===== src/rtl/ddr_wr_arbiter.sv =====
// Two-requester round-robin arbiter for the ddr_wrap write port: grants whole bursts,
// forwards beats with one cycle of latency and zero-pads bursts that stall too long.
module ddr_wr_arbiter #(
    parameter int DATA_WIDTH  = 64,
    parameter int ADDR_WIDTH  = 32,
    parameter int LEN_WIDTH   = 16,
    parameter int TIMEOUT_CYC = 1024
) (
    input  logic                  clk,
    input  logic                  rst,
    input  logic                  req0,
    input  logic [ADDR_WIDTH-1:0] req0_addr,
    input  logic [LEN_WIDTH-1:0]  req0_len,
    output logic                  req0_gnt,
    input  logic                  req0_dvld,
    input  logic [DATA_WIDTH-1:0] req0_data,
    output logic                  req0_done,
    input  logic                  req1,
    input  logic [ADDR_WIDTH-1:0] req1_addr,
    input  logic [LEN_WIDTH-1:0]  req1_len,
    output logic                  req1_gnt,
    input  logic                  req1_dvld,
    input  logic [DATA_WIDTH-1:0] req1_data,
    output logic                  req1_done,
    output logic                  wstart,
    input  logic                  wready,
    output logic [ADDR_WIDTH-1:0] waddr,
    output logic [LEN_WIDTH-1:0]  wdata_len,
    output logic                  wdata_vld,
    output logic [DATA_WIDTH-1:0] wdata,
    output logic                  abort,
    output logic [1:0]            dbg_state
);

    localparam int WD_W = $clog2(TIMEOUT_CYC + 1);
    localparam logic [WD_W-1:0] WD_LAST = WD_W'(TIMEOUT_CYC - 1);

    typedef enum logic [1:0] {
        S_IDLE  = 2'd0,
        S_START = 2'd1,
        S_DATA  = 2'd2,
        S_PAD   = 2'd3
    } state_t;

    state_t state_q, state_d;

    logic                  owner_q;
    logic                  last_q;
    logic [LEN_WIDTH-1:0]  len_q;
    logic [LEN_WIDTH-1:0]  cnt_q;
    logic [WD_W-1:0]       wd_q;

    logic                  arb_fire;
    logic                  arb_pick;
    logic [LEN_WIDTH-1:0]  pick_len;
    logic [ADDR_WIDTH-1:0] pick_addr;
    logic                  own_dvld;
    logic [DATA_WIDTH-1:0] own_data;
    logic                  accept;
    logic [LEN_WIDTH-1:0]  cnt_inc;
    logic                  last_beat;
    logic                  timeout;
    logic                  pad_last;

    // Beat handshake: a beat transfers on every cycle where the owner's dvld is high while
    // its gnt is high; there is no back-pressure, and gnt low means dvld is ignored.
    // Arbitration is held off while a done pulse is out so the finished requester can drop req.
    assign arb_fire  = (state_q == S_IDLE) && wready && (req0 || req1) && !req0_done && !req1_done;
    assign arb_pick  = (req0 && req1) ? ~last_q : req1;
    assign pick_len  = arb_pick ? req1_len : req0_len;
    assign pick_addr = arb_pick ? req1_addr : req0_addr;
    assign own_dvld  = owner_q ? req1_dvld : req0_dvld;
    assign own_data  = owner_q ? req1_data : req0_data;
    assign accept    = (req0_gnt || req1_gnt) && own_dvld;
    assign cnt_inc   = cnt_q + LEN_WIDTH'(1);
    assign last_beat = accept && (cnt_inc == len_q);
    assign timeout   = (state_q == S_DATA) && !accept && (wd_q == WD_LAST);
    assign pad_last  = (state_q == S_PAD) && (cnt_inc == len_q);
    assign dbg_state = state_q;

    always_ff @(posedge clk or posedge rst) begin
        if (rst) begin
            state_q <= S_IDLE;
        end else begin
            state_q <= state_d;
        end
    end

    always_comb begin
        state_d = state_q;
        unique case (state_q)
            S_IDLE:  if (arb_fire && pick_len != '0) state_d = S_START;
            S_START: state_d = last_beat ? S_IDLE : S_DATA;
            S_DATA: begin
                if (last_beat) begin
                    state_d = S_IDLE;
                end else if (timeout) begin
                    state_d = S_PAD;
                end
            end
            S_PAD:   if (pad_last) state_d = S_IDLE;
            default: state_d = S_IDLE;
        endcase
    end

    // last_q remembers who was served last; resetting it to 1 gives req0 the first turn.
    always_ff @(posedge clk or posedge rst) begin
        if (rst) begin
            owner_q   <= 1'b0;
            last_q    <= 1'b1;
            len_q     <= '0;
            cnt_q     <= '0;
            wd_q      <= '0;
            req0_gnt  <= 1'b0;
            req1_gnt  <= 1'b0;
            req0_done <= 1'b0;
            req1_done <= 1'b0;
            wstart    <= 1'b0;
            waddr     <= '0;
            wdata_len <= '0;
            wdata_vld <= 1'b0;
            wdata     <= '0;
            abort     <= 1'b0;
        end else begin
            wstart    <= 1'b0;
            req0_done <= 1'b0;
            req1_done <= 1'b0;
            abort     <= 1'b0;
            wdata_vld <= 1'b0;
            unique case (state_q)
                S_IDLE: begin
                    if (arb_fire) begin
                        owner_q <= arb_pick;
                        len_q   <= pick_len;
                        cnt_q   <= '0;
                        wd_q    <= '0;
                        if (pick_len == '0) begin
                            req0_done <= ~arb_pick;
                            req1_done <= arb_pick;
                            last_q    <= arb_pick;
                        end else begin
                            wstart    <= 1'b1;
                            waddr     <= pick_addr;
                            wdata_len <= pick_len;
                            req0_gnt  <= ~arb_pick;
                            req1_gnt  <= arb_pick;
                        end
                    end
                end
                S_START, S_DATA: begin
                    if (accept) begin
                        wdata_vld <= 1'b1;
                        wdata     <= own_data;
                        cnt_q     <= cnt_inc;
                        wd_q      <= '0;
                        if (last_beat) begin
                            req0_gnt  <= 1'b0;
                            req1_gnt  <= 1'b0;
                            req0_done <= ~owner_q;
                            req1_done <= owner_q;
                            last_q    <= owner_q;
                        end
                    end else if (state_q == S_DATA) begin
                        if (timeout) begin
                            abort    <= 1'b1;
                            req0_gnt <= 1'b0;
                            req1_gnt <= 1'b0;
                        end else begin
                            wd_q <= wd_q + WD_W'(1);
                        end
                    end
                end
                S_PAD: begin
                    wdata_vld <= 1'b1;
                    wdata     <= '0;
                    cnt_q     <= cnt_inc;
                    if (pad_last) begin
                        req0_done <= ~owner_q;
                        req1_done <= owner_q;
                        last_q    <= owner_q;
                    end
                end
                default: ;
            endcase
        end
    end

endmodule


===== config.mk =====
export PLATFORM = sky130hd
export DESIGN_NAME = ddr_wr_arbiter
export DESIGN_NICKNAME = d
export VERILOG_FILES = /design/src/rtl/ddr_wr_arbiter.sv
export SDC_FILE = /design/constraint.sdc
export NUM_CORES = 1
export LEC_CHECK = 0
export ABC_CLOCK_PERIOD_IN_PS = 10100
export CORE_ASPECT_RATIO = 1.4
export CORE_UTILIZATION = 40
export CTS_CLUSTER_SIZE = 10
export DETAILED_ROUTE_END_ITERATION = 16
export HOLD_SLACK_MARGIN = 0.03
export PLACE_DENSITY = 0.83
export REMOVE_ABC_BUFFERS = 1
export SLEW_MARGIN = 20
export SYNTH_ARGS = -nofsm -noshare
export SYNTH_HDL_FRONTEND = slang
export SYNTH_SLANG_ARGS = --single-unit

===== constraint.sdc =====
create_clock -name clk -period 10.1 [get_ports clk]
set_input_delay 2.525 -clock clk [delete_from_list [all_inputs] [get_ports clk]]
set_output_delay 2.525 -clock clk [all_outputs]
set_load 0.02 [all_outputs]

==> results of run 1 <==
-- layout make-up --
type | count | share of cell area [%]
Clock buffer | 18 | 3.394
Clock inverter | 14 | 1.605
Inverter | 18 | 0.5608
Multi-Input combinational cell | 618 | 32.20
Sequential cell | 166 | 32.14
Tap cell | 260 | 2.514
Timing Repair Buffer | 358 | 27.59
-- report_power, final --
part | leakage, nW | internal (mW) | switching (mW)
combinational | 3.23 | 0.846 | 1.09
clock | 0.311 | 0.428 | 0.289
sequential | 2.12 | 0.934 | 0.192
-- Yosys cell counts, drive strengths merged (2+ instances only) --
master	number	area, µm²
nand2	129	484.2
ha	6	75.07
bufbuf	2	65.06
xnor2	13	113.9
a31oi	3	18.77
nand3	11	67.57
nor3	11	55.05
clkbuf	47	216.5
nor4b	2	17.52
o22ai	3	18.77
or3	4	26.28
and4	2	20.02
o41ai	2	17.52
o21a	3	22.52
buf	14	81.32
or2	2	12.51
mux2i	117	1171
a21oi	8	40.04
nand4	10	83.83
o21ai	71	355.3
o211ai	2	15.01
nand3b	3	22.52
o31ai	72	540.5
xor2	8	70.07
a41oi	2	36.29
nor3b	2	15.01
a21o	34	255.2
nor2	48	180.2
dfrtp	165	4129
o21bai	2	15.01
o2111ai	3	26.28
and2	3	18.77
and3	8	53.80
inv	18	67.56
nor4	15	108.9
nor2b	2	12.51
mux2	2	22.52
-- metal layers --
metal	wire length, µm	part of all wire (%)	up-vias	track usage, %
li1	-	-	3742	-
met1	10820	40	3818	29.19
met2	13990	51	317	43.76
met3	1350	5.0	56	4.051
met4	1013	3.7	0	10.71
met5	0	0	-	0
-- worst paths after layout --
kind | cells after the start | to | slack, ns
worst max register to register | 7 | req0_gnt$_DFFE_PP0P_ | 6.88
worst min-delay path | 2 | wdata[10]$_DFFE_PP0P_ | 0.47
worst max-delay path | 10 | req1_gnt$_DFFE_PP0P_ | 4.62
min in group asynchronous | 2 | wdata[45]$_DFFE_PP0P_ | 2.64
max in group asynchronous | 3 | waddr[2]$_DFFE_PP0P_ | 5.94
worst min register to register | 2 | wdata[10]$_DFFE_PP0P_ | 0.47
-- cell usage in the layout (no fill, tap or decap), types with 3 or more instances in the layout --
cell type,count
o21ai_0,70
nor2_1,48
and2_1,3
nor3_1,11
a21o_1,34
inv_1,17
clkdlybuf4s50_1,351
mux2i_1,116
nand2_1,129
nand3_1,10
buf_4,6
xor2_1,8
and3_2,3
bufinv_16,4
a21oi_1,8
xnor2_1,13
clkbuf_16,17
nand4_1,8
o22ai_1,3
nand3b_1,3
nor4_1,14
or3_1,3
ha_1,5
o31ai_1,72
and3_1,5
a31oi_1,3
o21a_1,3
inv_6,7
dfrtp_1,164
-- sequential cells by signal, indices dropped and copies added, names as in the netlist --
register / flops
abort: 1
dbg_state: 2
req1_done: 1
req0_done: 1
req0_gnt: 1
waddr: 32
owner_q: 1
wdata: 64
len_q: 16
wstart: 1
wdata_len: 16
req1_gnt: 1
cnt_q: 16
last_q: 1
wdata_vld: 1
wd_q: 11
-- cells by family after synthesis --
kind of cell               share of synthesized area, %
AOI/OAI and AO/OA                                 16.85
xor gates and xnor gates                          2.110
adders and majority gates                        0.8613
buffers and inverters                             4.938
DFF                                               47.67
muxes                                             13.70
and+or+nand+nor                                   13.87
-- worst max-delay path, stage by stage --
cell             delay (ns)
clkdlybuf4s50_1        0.52
a21boi_4               0.18
buf_4                  0.77
mux2i_1                0.35
or2_2                  0.24
buf_4                  0.61
inv_1                  0.16
o22ai_1                0.17
a31oi_1                0.08
o21ai_0                0.17
-- stage by stage --
stage	setup WS, ns	hold slack, ns	util, %	total power, mW	TNS [ns]
floorplan	-0.2309	0.4509	-	2.275	-0.2309
global placement	4.323	0.4587	57.72	3.020	0
detailed placement	4.193	0.4656	57.72	3.074	0
CTS	4.613	0.4799	60.76	3.804	0
global route	4.328	0.4978	60.80	4.006	0
finish	4.624	0.4747	60.80	3.784	0
==> flow_summary_export.csv, run 1 <==
group,metric,value,unit
timing,post-route-period-util,54.21,%
final_layout,layout-drive-gt1-share,5.285,%
global_routing,gr-usage-all-layers,24.58,%
die,start_util,40.95,%
timing,fmax,0.1826,GHz
placement,place_congestion,0.9486,
routing,route.vias.total,7933,
die,dieWidth,126.8,µm
min_path,hp-start,"wdata[10]$_DFFE_PP0P_",
critical_path,crit_required,10.44,ns
cts,post_cts_buffers,0,
die,dieHeight,176.7,µm
placement,dp_hpwl,20340,µm
routing,remaining_drc_errors,0,
power,leakage,5.656,nW
cts,cts_tree,"yes",
die,pin_count,352,
min_path,hold_class,"register to register",
placement,place_area,12290,µm²
placement,post-place-cells,1420,
yosys,syn_inst,865,
critical_path,start_kind,"input port",
critical_path,endpoint_kind,"register",
yosys,synth_edf_count,0,
cts,clockBufferDepth,2,
timing,finClkSkew,0.01299,ns
timing,grt_setup_unrepaired,"false",
placement,portBuffers,351,
routing,routedWlPerCell,18.71,µm
yosys,syn-cell-area,8716,µm²
critical_path,r2r_start,"cnt_q[4]$_DFFE_PP0P_",
yosys,synth-seq-area-share,47.67,%
timing,hold_viol,0,
yosys,synth_seq_cells,166,
run_status,status,"finished, final reports clean",
critical_path,crit_type,"input port to register",
die,die_area,22390,µm²
critical_path,worstPathArrival,5.82,ns
routing,drt-total-wl,27170,µm
power,powerDensity,292.4,nW/µm²
global_routing,gr-total-overflow,0,
cts,postCtsHoldBufs,0,
power,ir_drop,0.0001788,V
final_layout,n_fill_cell,1738,
global_routing,grt_pass1_wl,42140,µm
yosys,yosys_warnings,0,
final_layout,multiInputGateArea,4167,µm²
final_layout,seqCellArea,4159,µm²
cts,cts.htree.levels,4,
timing,worst_pin_slew,0.9945,ns
routing,via_per_inst,5.463,
cts,ctsResizeCount,0,
yosys,async_reset_ff_share,100.0,%
cts,clock_latency,0.43,ns
final_layout,diodes,0,
timing,relSlewSlack,33.70,%
routing,ant_nets,0,
global_routing,antenna_found_initial,0,
final_layout,fin_nets,1416,
die,coreArea,21280,µm²
timing,final-setup-viol-count,0,
final_layout,area_growth,48.46,%
cts,cts_root_buffer,"clkbuf_16",
die,num_rows,63,
yosys,syn_avg_cell_area,10.08,µm²
final_layout,fin_area,12940,µm²
routing,dr.pass1.iters,5,
global_routing,grt_pass1_vias,7956,
timing,period_needed,5.476,ns
final_layout,fin_cells,1452,
timing,maxSlewViolCount,0,
job,cap_violations,0,
cts,cts.clk_slew.worst_paths,0.07,ns
yosys,synth_flop_cell,"dfrtp_1",
critical_path,path_max_fanout,79,
routing,dr.first_iter.drc_count,610,
cts,cts_buffers,17,
yosys,yosys.cell_types.count,66,
critical_path,cp-startpoint,"req1",
cts,clock-sinks,166,
global_routing,grt_max_degree,117,
Note: power is estimated with default switching activity, not from simulation.
==> run 2, diff against run 1 <==
--- a/config.mk
+++ b/config.mk
@@ -5,13 +5,13 @@
 export SDC_FILE = /design/constraint.sdc
 export NUM_CORES = 1
 export LEC_CHECK = 0
-export ABC_CLOCK_PERIOD_IN_PS = 10100
+export ABC_CLOCK_PERIOD_IN_PS = 4700
 export CORE_ASPECT_RATIO = 1.4
 export CORE_UTILIZATION = 40
 export CTS_CLUSTER_SIZE = 10
 export DETAILED_ROUTE_END_ITERATION = 16
 export HOLD_SLACK_MARGIN = 0.03
-export PLACE_DENSITY = 0.83
+export PLACE_DENSITY = 0.86
 export REMOVE_ABC_BUFFERS = 1
 export SLEW_MARGIN = 20
 export SYNTH_ARGS = -nofsm -noshare
==> constraint.sdc (replaced) <==
create_clock -name clk -period 4.7 [get_ports clk]
set_input_delay 1.175 -clock clk [delete_from_list [all_inputs] [get_ports clk]]
set_output_delay 1.175 -clock clk [all_outputs]
set_load 0.02 [all_outputs]
==> flow_summary_export.csv, run 2 (synthesis results as in run 1) <==
group,metric,value,unit
run_status,status,"finished, final reports clean",
final_layout,area_growth,48.91,%
global_routing,grt_pass1_wl,41930,µm
cts,postCtsHoldBufs,0,
critical_path,start_kind,"input port",
routing,routedWlPerCell,18.49,µm
timing,hold_viol,0,
power,finalPower,8.081,mW
timing,grt_setup_unrepaired,"false",
final_layout,layout-drive-gt1-share,5.917,%
routing,route.vias.total,7951,
routing,dr.pass1.iters,5,
min_path,hold_class,"register to register",
die,die_area,22390,µm²
final_layout,final_common_cell,"clkdlybuf4s50_1",
die,pin_count,352,
final_layout,seqCellArea,4159,µm²
routing,via_per_inst,5.442,
timing,final-setup-viol-count,0,
final_layout,multiInputGateArea,4167,µm²
placement,dp_hpwl,20600,µm
routing,dr.first_iter.drc_count,487,
final_layout,final_cell_mix,"clkdlybuf4s50_1 (351), dfrtp_1 (164), nand2_1 (129)",
die,start_util,40.95,%
critical_path,worstPathArrival,3.63,ns
global_routing,grt.busiest_layer,"met2",
timing,period_needed,3.354,ns
routing,ant_nets,0,
global_routing,gr-usage-all-layers,24.33,%
global_routing,gr-total-overflow,0,
routing,drt-total-wl,27020,µm
critical_path,endpoint_kind,"register",
global_routing,antenna_found_initial,1,
power,leakage,5.683,nW
job,cap_violations,0,
die,num_rows,63,
final_layout,top_register,"wdata",
timing,post-route-period-util,71.36,%
final_layout,largest_register_ffs,64,
cts,cts.clk_slew.worst_paths,0.06,ns
timing,final.setup.tns,0,ns
cts,clockBufferDepth,2,
cts,clock-sinks,166,
cts,post_cts_buffers,0,
global_routing,grt_pass1_vias,7951,
power,powerDensity,622.6,nW/µm²
timing,fmax,0.2981,GHz
global_routing,use_met2,44.06,%
cts,cts_buffers,17,
critical_path,crit_type,"input port to register",
cts,ctsResizeCount,0,
timing,finClkSkew,0.01446,ns
timing,worst_pin_slew,0.9787,ns
final_layout,fin_cells,1461,
final_layout,reg.largest.list,"wdata: 64 flops, waddr: 32 flops",
timing,maxSlewViolCount,0,
final_layout,fin_nets,1424,
final_layout,n_fill_cell,1698,
global_routing,grt.met1_usage,27.74,%
critical_path,crit_required,4.97,ns
global_routing,use_met3,5.230,%
power,ir_drop,0.0002959,V
die,dieWidth,126.8,µm
timing,holdWs,0.4730,ns
timing,layout_setup_ws,1.346,ns
cts,clock_latency,0.43,ns
placement,portBuffers,351,
placement,post-place-cells,1428,
global_routing,grt_max_degree,93,
cts,cts_tree,"yes",
placement,dp_slack,0.7512,ns
routing,remaining_drc_errors,0,
cts,cts.htree.levels,4,
critical_path,path_max_fanout,52,
timing,relSlewSlack,34.75,%
cts,cts_root_buffer,"clkbuf_16",
placement,place_congestion,0.9437,
die,dieHeight,176.7,µm
die,coreArea,21280,µm²
## run 2: changes by cell type in the layout (fill, tap and decap cells not counted), sizes merged
| cell | before | now |
|---|---|---|
| buf | 7 | 15 |
| bufinv | 4 | 1 |
| clkbuf | 18 | 19 |
| clkinv | 1 | 3 |
| diode | 0 | 1 |
## run 2: worst paths after layout
| check | startpoint | endpoint | slack [ns] | cells after the start |
|---|---|---|---|---|
| min in group asynchronous | rst | waddr[16]$_DFFE_PP0P_ | 1.29 | 2 |
| worst max-delay path | req0_len[11] | waddr[29]$_DFFE_PP0P_ | 1.35 | 7 |
| max in group asynchronous | rst | waddr[27]$_DFFE_PP0P_ | 2.59 | 3 |
| worst min register to register | wdata[43]$_DFFE_PP0P_ | wdata[43]$_DFFE_PP0P_ | 0.47 | 2 |
| worst max register to register | cnt_q[3]$_DFFE_PP0P_ | req0_gnt$_DFFE_PP0P_ | 1.52 | 7 |
| worst min-delay path | wdata[43]$_DFFE_PP0P_ | wdata[43]$_DFFE_PP0P_ | 0.47 | 2 |
## run 2: layout make-up
cell class,instances,area share (%)
Multi-Input combinational cell,618,32.10
Tap cell,260,2.507
Clock inverter,13,1.051
Clock buffer,19,3.490
Inverter,18,0.5591
Antenna cell,1,0.01928
Sequential cell,166,32.04
Timing Repair Buffer,366,28.23
## run 2: report_power, final
group / internal, mW / switching, mW / total (mW)
sequential: 2.01 / 0.423 / 2.43
clock: 0.776 / 0.608 / 1.38
combinational: 1.89 / 2.38 / 4.27
total: 4.67 / 3.41 / 8.08
## run 2: metrics by stage
step	util [%]	instance area, µm²
2_1_floorplan	-	8353
3_3_place_gp	58.18	12380
6_report	60.98	12980
3_5_place_dp	58.18	12380
5_1_grt	60.97	12980
4_1_cts	60.95	12970
## run 2: metal layers
layer	up-vias	wire, µm
li1	3754	-
met3	52	1380
met1	3814	10520
met5	-	0
met2	331	14290
met4	0	839
## run 2: critical path, stage by stage
cell and delay [ns]:
clkdlybuf4s50_1 0.42, nor4_1 0.57, nand4_1 0.23, mux2i_1 0.39
or2_2 0.21, buf_4 0.41, o21ai_0 0.18
==> run 3, diff against run 2 <==
--- a/config.mk
+++ b/config.mk
@@ -5,7 +5,7 @@
 export SDC_FILE = /design/constraint.sdc
 export NUM_CORES = 1
 export LEC_CHECK = 0
-export ABC_CLOCK_PERIOD_IN_PS = 4700
+export ABC_CLOCK_PERIOD_IN_PS = 2800
 export CORE_ASPECT_RATIO = 1.4
 export CORE_UTILIZATION = 40
 export CTS_CLUSTER_SIZE = 10
==> constraint.sdc (replaced) <==
create_clock -name clk -period 2.8 [get_ports clk]
set_input_delay 0.7 -clock clk [delete_from_list [all_inputs] [get_ports clk]]
set_output_delay 0.7 -clock clk [all_outputs]
set_load 0.02 [all_outputs]
==> flow_summary_export.csv, run 3 (synthesis results as in run 1) <==
group,metric,value,unit
die,die_area,22390,µm²
job,cap_violations,0,
routing,ant_nets,0,
cts,post_cts_buffers,0,
power,finalPower,14.11,mW
cts,clock_latency,0.42,ns
critical_path,path_cells,"clkdlybuf4s50_1 -> nor4_1 -> nand4_1 -> mux2i_1 -> or2_2 -> inv_1 -> o22ai_1 -> a31oi_1 -> o21ai_0",
power,ir_drop,0.0004848,V
die,start_util,40.95,%
routing,routedWlPerCell,18.74,µm
timing,grt_setup_unrepaired,"false",
timing,hold_viol,0,
routing,dr.pass1.iters,5,
final_layout,top_register,"wdata",
global_routing,antenna_found_initial,1,
routing,via_per_inst,5.405,
timing,fmax,0.3802,GHz
die,pin_count,352,
cts,cts_buffers,17,
routing,drt-total-wl,27940,µm
cts,ctsResizeCount,0,
global_routing,gr-total-overflow,0,
die,dieWidth,126.8,µm
final_layout,area_growth,53.06,%
timing,period_needed,2.630,ns
placement,dp_slack,-0.3126,ns
global_routing,grt_max_degree,69,
cts,cts.clk_slew.worst_paths,0.07,ns
power,leakage,5.880,nW
cts,cts.htree.levels,4,
timing,layout_setup_ws,0.1700,ns
critical_path,worstPathArrival,2.96,ns
global_routing,grt_pass1_wl,43790,µm
power,powerDensity,1058,nW/µm²
critical_path,path_max_fanout,3,
cts,clockBufferDepth,2,
final_layout,fin_nets,1457,
critical_path,cp_slowest_stage_delay,0.52,ns
die,dieHeight,176.7,µm
die,num_rows,63,
global_routing,gr-usage-all-layers,25.52,%
placement,place_area,12690,µm²
critical_path,endpoint_kind,"register",
global_routing,grt_pass1_vias,8411,
critical_path,start_kind,"input port",
timing,final-setup-viol-count,0,
cts,clock-sinks,166,
final_layout,final_common_cell,"clkdlybuf4s50_1",
min_path,hold_class,"register to register",
final_layout,n_fill_cell,1712,
critical_path,crit_required,3.13,ns
cts,postCtsHoldBufs,0,
timing,relSlewSlack,50.84,%
timing,finClkSkew,0.01055,ns
run_status,status,"finished, final reports clean",
timing,maxSlewViolCount,0,
final_layout,reg.largest.list,"wdata: 64 flops, waddr: 32 flops",
final_layout,largest_register_ffs,64,
routing,remaining_drc_errors,0,
placement,portBuffers,351,
timing,worst_pin_slew,0.7347,ns
cts,cts_root_buffer,"clkbuf_16",
placement,place_congestion,0.9219,
final_layout,final_cell_mix,"clkdlybuf4s50_1 (351), dfrtp_1 (164), nand2_1 (129)",
die,coreArea,21280,µm²
routing,route.vias.total,8059,
cts,cts_tree,"yes",
critical_path,crit_type,"input port to register",
critical_path,slowest_stage,"nor4_1",
final_layout,fin_area,13340,µm²
routing,dr.first_iter.drc_count,314,
final_layout,layout-drive-gt1-share,8.618,%
timing,post-route-period-util,93.93,%
placement,dp_hpwl,21580,µm
==> run 3: changes by cell type in the layout (fill, tap and decap cells not counted), moves of 3 or more <==
cell,delta
nor4_2,+3
nor4_1,-3
buf_12,+5
buf_4,+28
bufinv_16,+3
inv_8,-3
==> run 3: final cells by class <==
type | instances | area (µm²) | area share [%]
Inverter | 18 | 72.57 | 0.5440
Antenna cell | 1 | 2.502 | 0.01876
Sequential cell | 166 | 4159 | 31.18
Clock inverter | 11 | 175.2 | 1.313
Timing Repair Buffer | 399 | 3974 | 29.79
Multi-Input combinational cell | 618 | 4193 | 31.43
Tap cell | 260 | 325.3 | 2.439
Clock buffer | 18 | 439.2 | 3.292
==> run 3: worst paths after layout <==
kind,end,startpoint,cells after the start,slack (ns)
max,req1_gnt$_DFFE_PP0P_,req0_len[11],9,0.17
min,wdata_len[10]$_DFFE_PP0P_,wdata_len[10]$_DFFE_PP0P_,1,0.48
max reg2reg,dbg_state[0]$_DFFE_PP0P_,cnt_q[5]$_DFFE_PP0P_,8,0.20
min reg2reg,wdata_len[10]$_DFFE_PP0P_,wdata_len[10]$_DFFE_PP0P_,1,0.48
max in group asynchronous,wdata_len[12]$_DFFE_PP0P_,rst,3,1.47
min in group asynchronous,waddr[0]$_DFFE_PP0P_,rst,2,0.57
==> run 3: worst max-delay path: cells and delay by family <==
| kind | cells | cell delay (ns) |
|---|---|---|
| AOI/OAI and AO/OA | 3 | 0.43 |
| buffers and inverters | 2 | 0.49 |
| muxes | 1 | 0.36 |
| and+or+nand+nor | 3 | 0.98 |
==> run 3: per-stage QoR <==
stage          instances  hold slack (ns)   TNS, ns  util (%)
6_report            1491           0.4773         0     62.68
3_5_place_dp        1461           0.4652    -11.64     59.64
4_1_cts             1490           0.4797         0     62.53
3_3_place_gp        1461           0.4581    -11.17     59.64
5_1_grt             1490           0.4894         0     62.67
2_1_floorplan        802           0.4509  -1136.88         -
==> run 3: per-layer routing <==
metal / vias to the layer above / GRT usage [%] / routed length [µm]
met2: 331 / 45.53 / 14410
met1: 3824 / 28.11 / 10460
met5: - / 0 / 0
li1: 3827 / - / -
met3: 77 / 6.016 / 1765
met4: 0 / 13.44 / 1305
==> run 3: where the power goes <==
group / switching (mW) / internal (mW)
Clock: 0.969 / 1.51
Sequential: 0.629 / 3.37
Combinational: 4.21 / 3.42
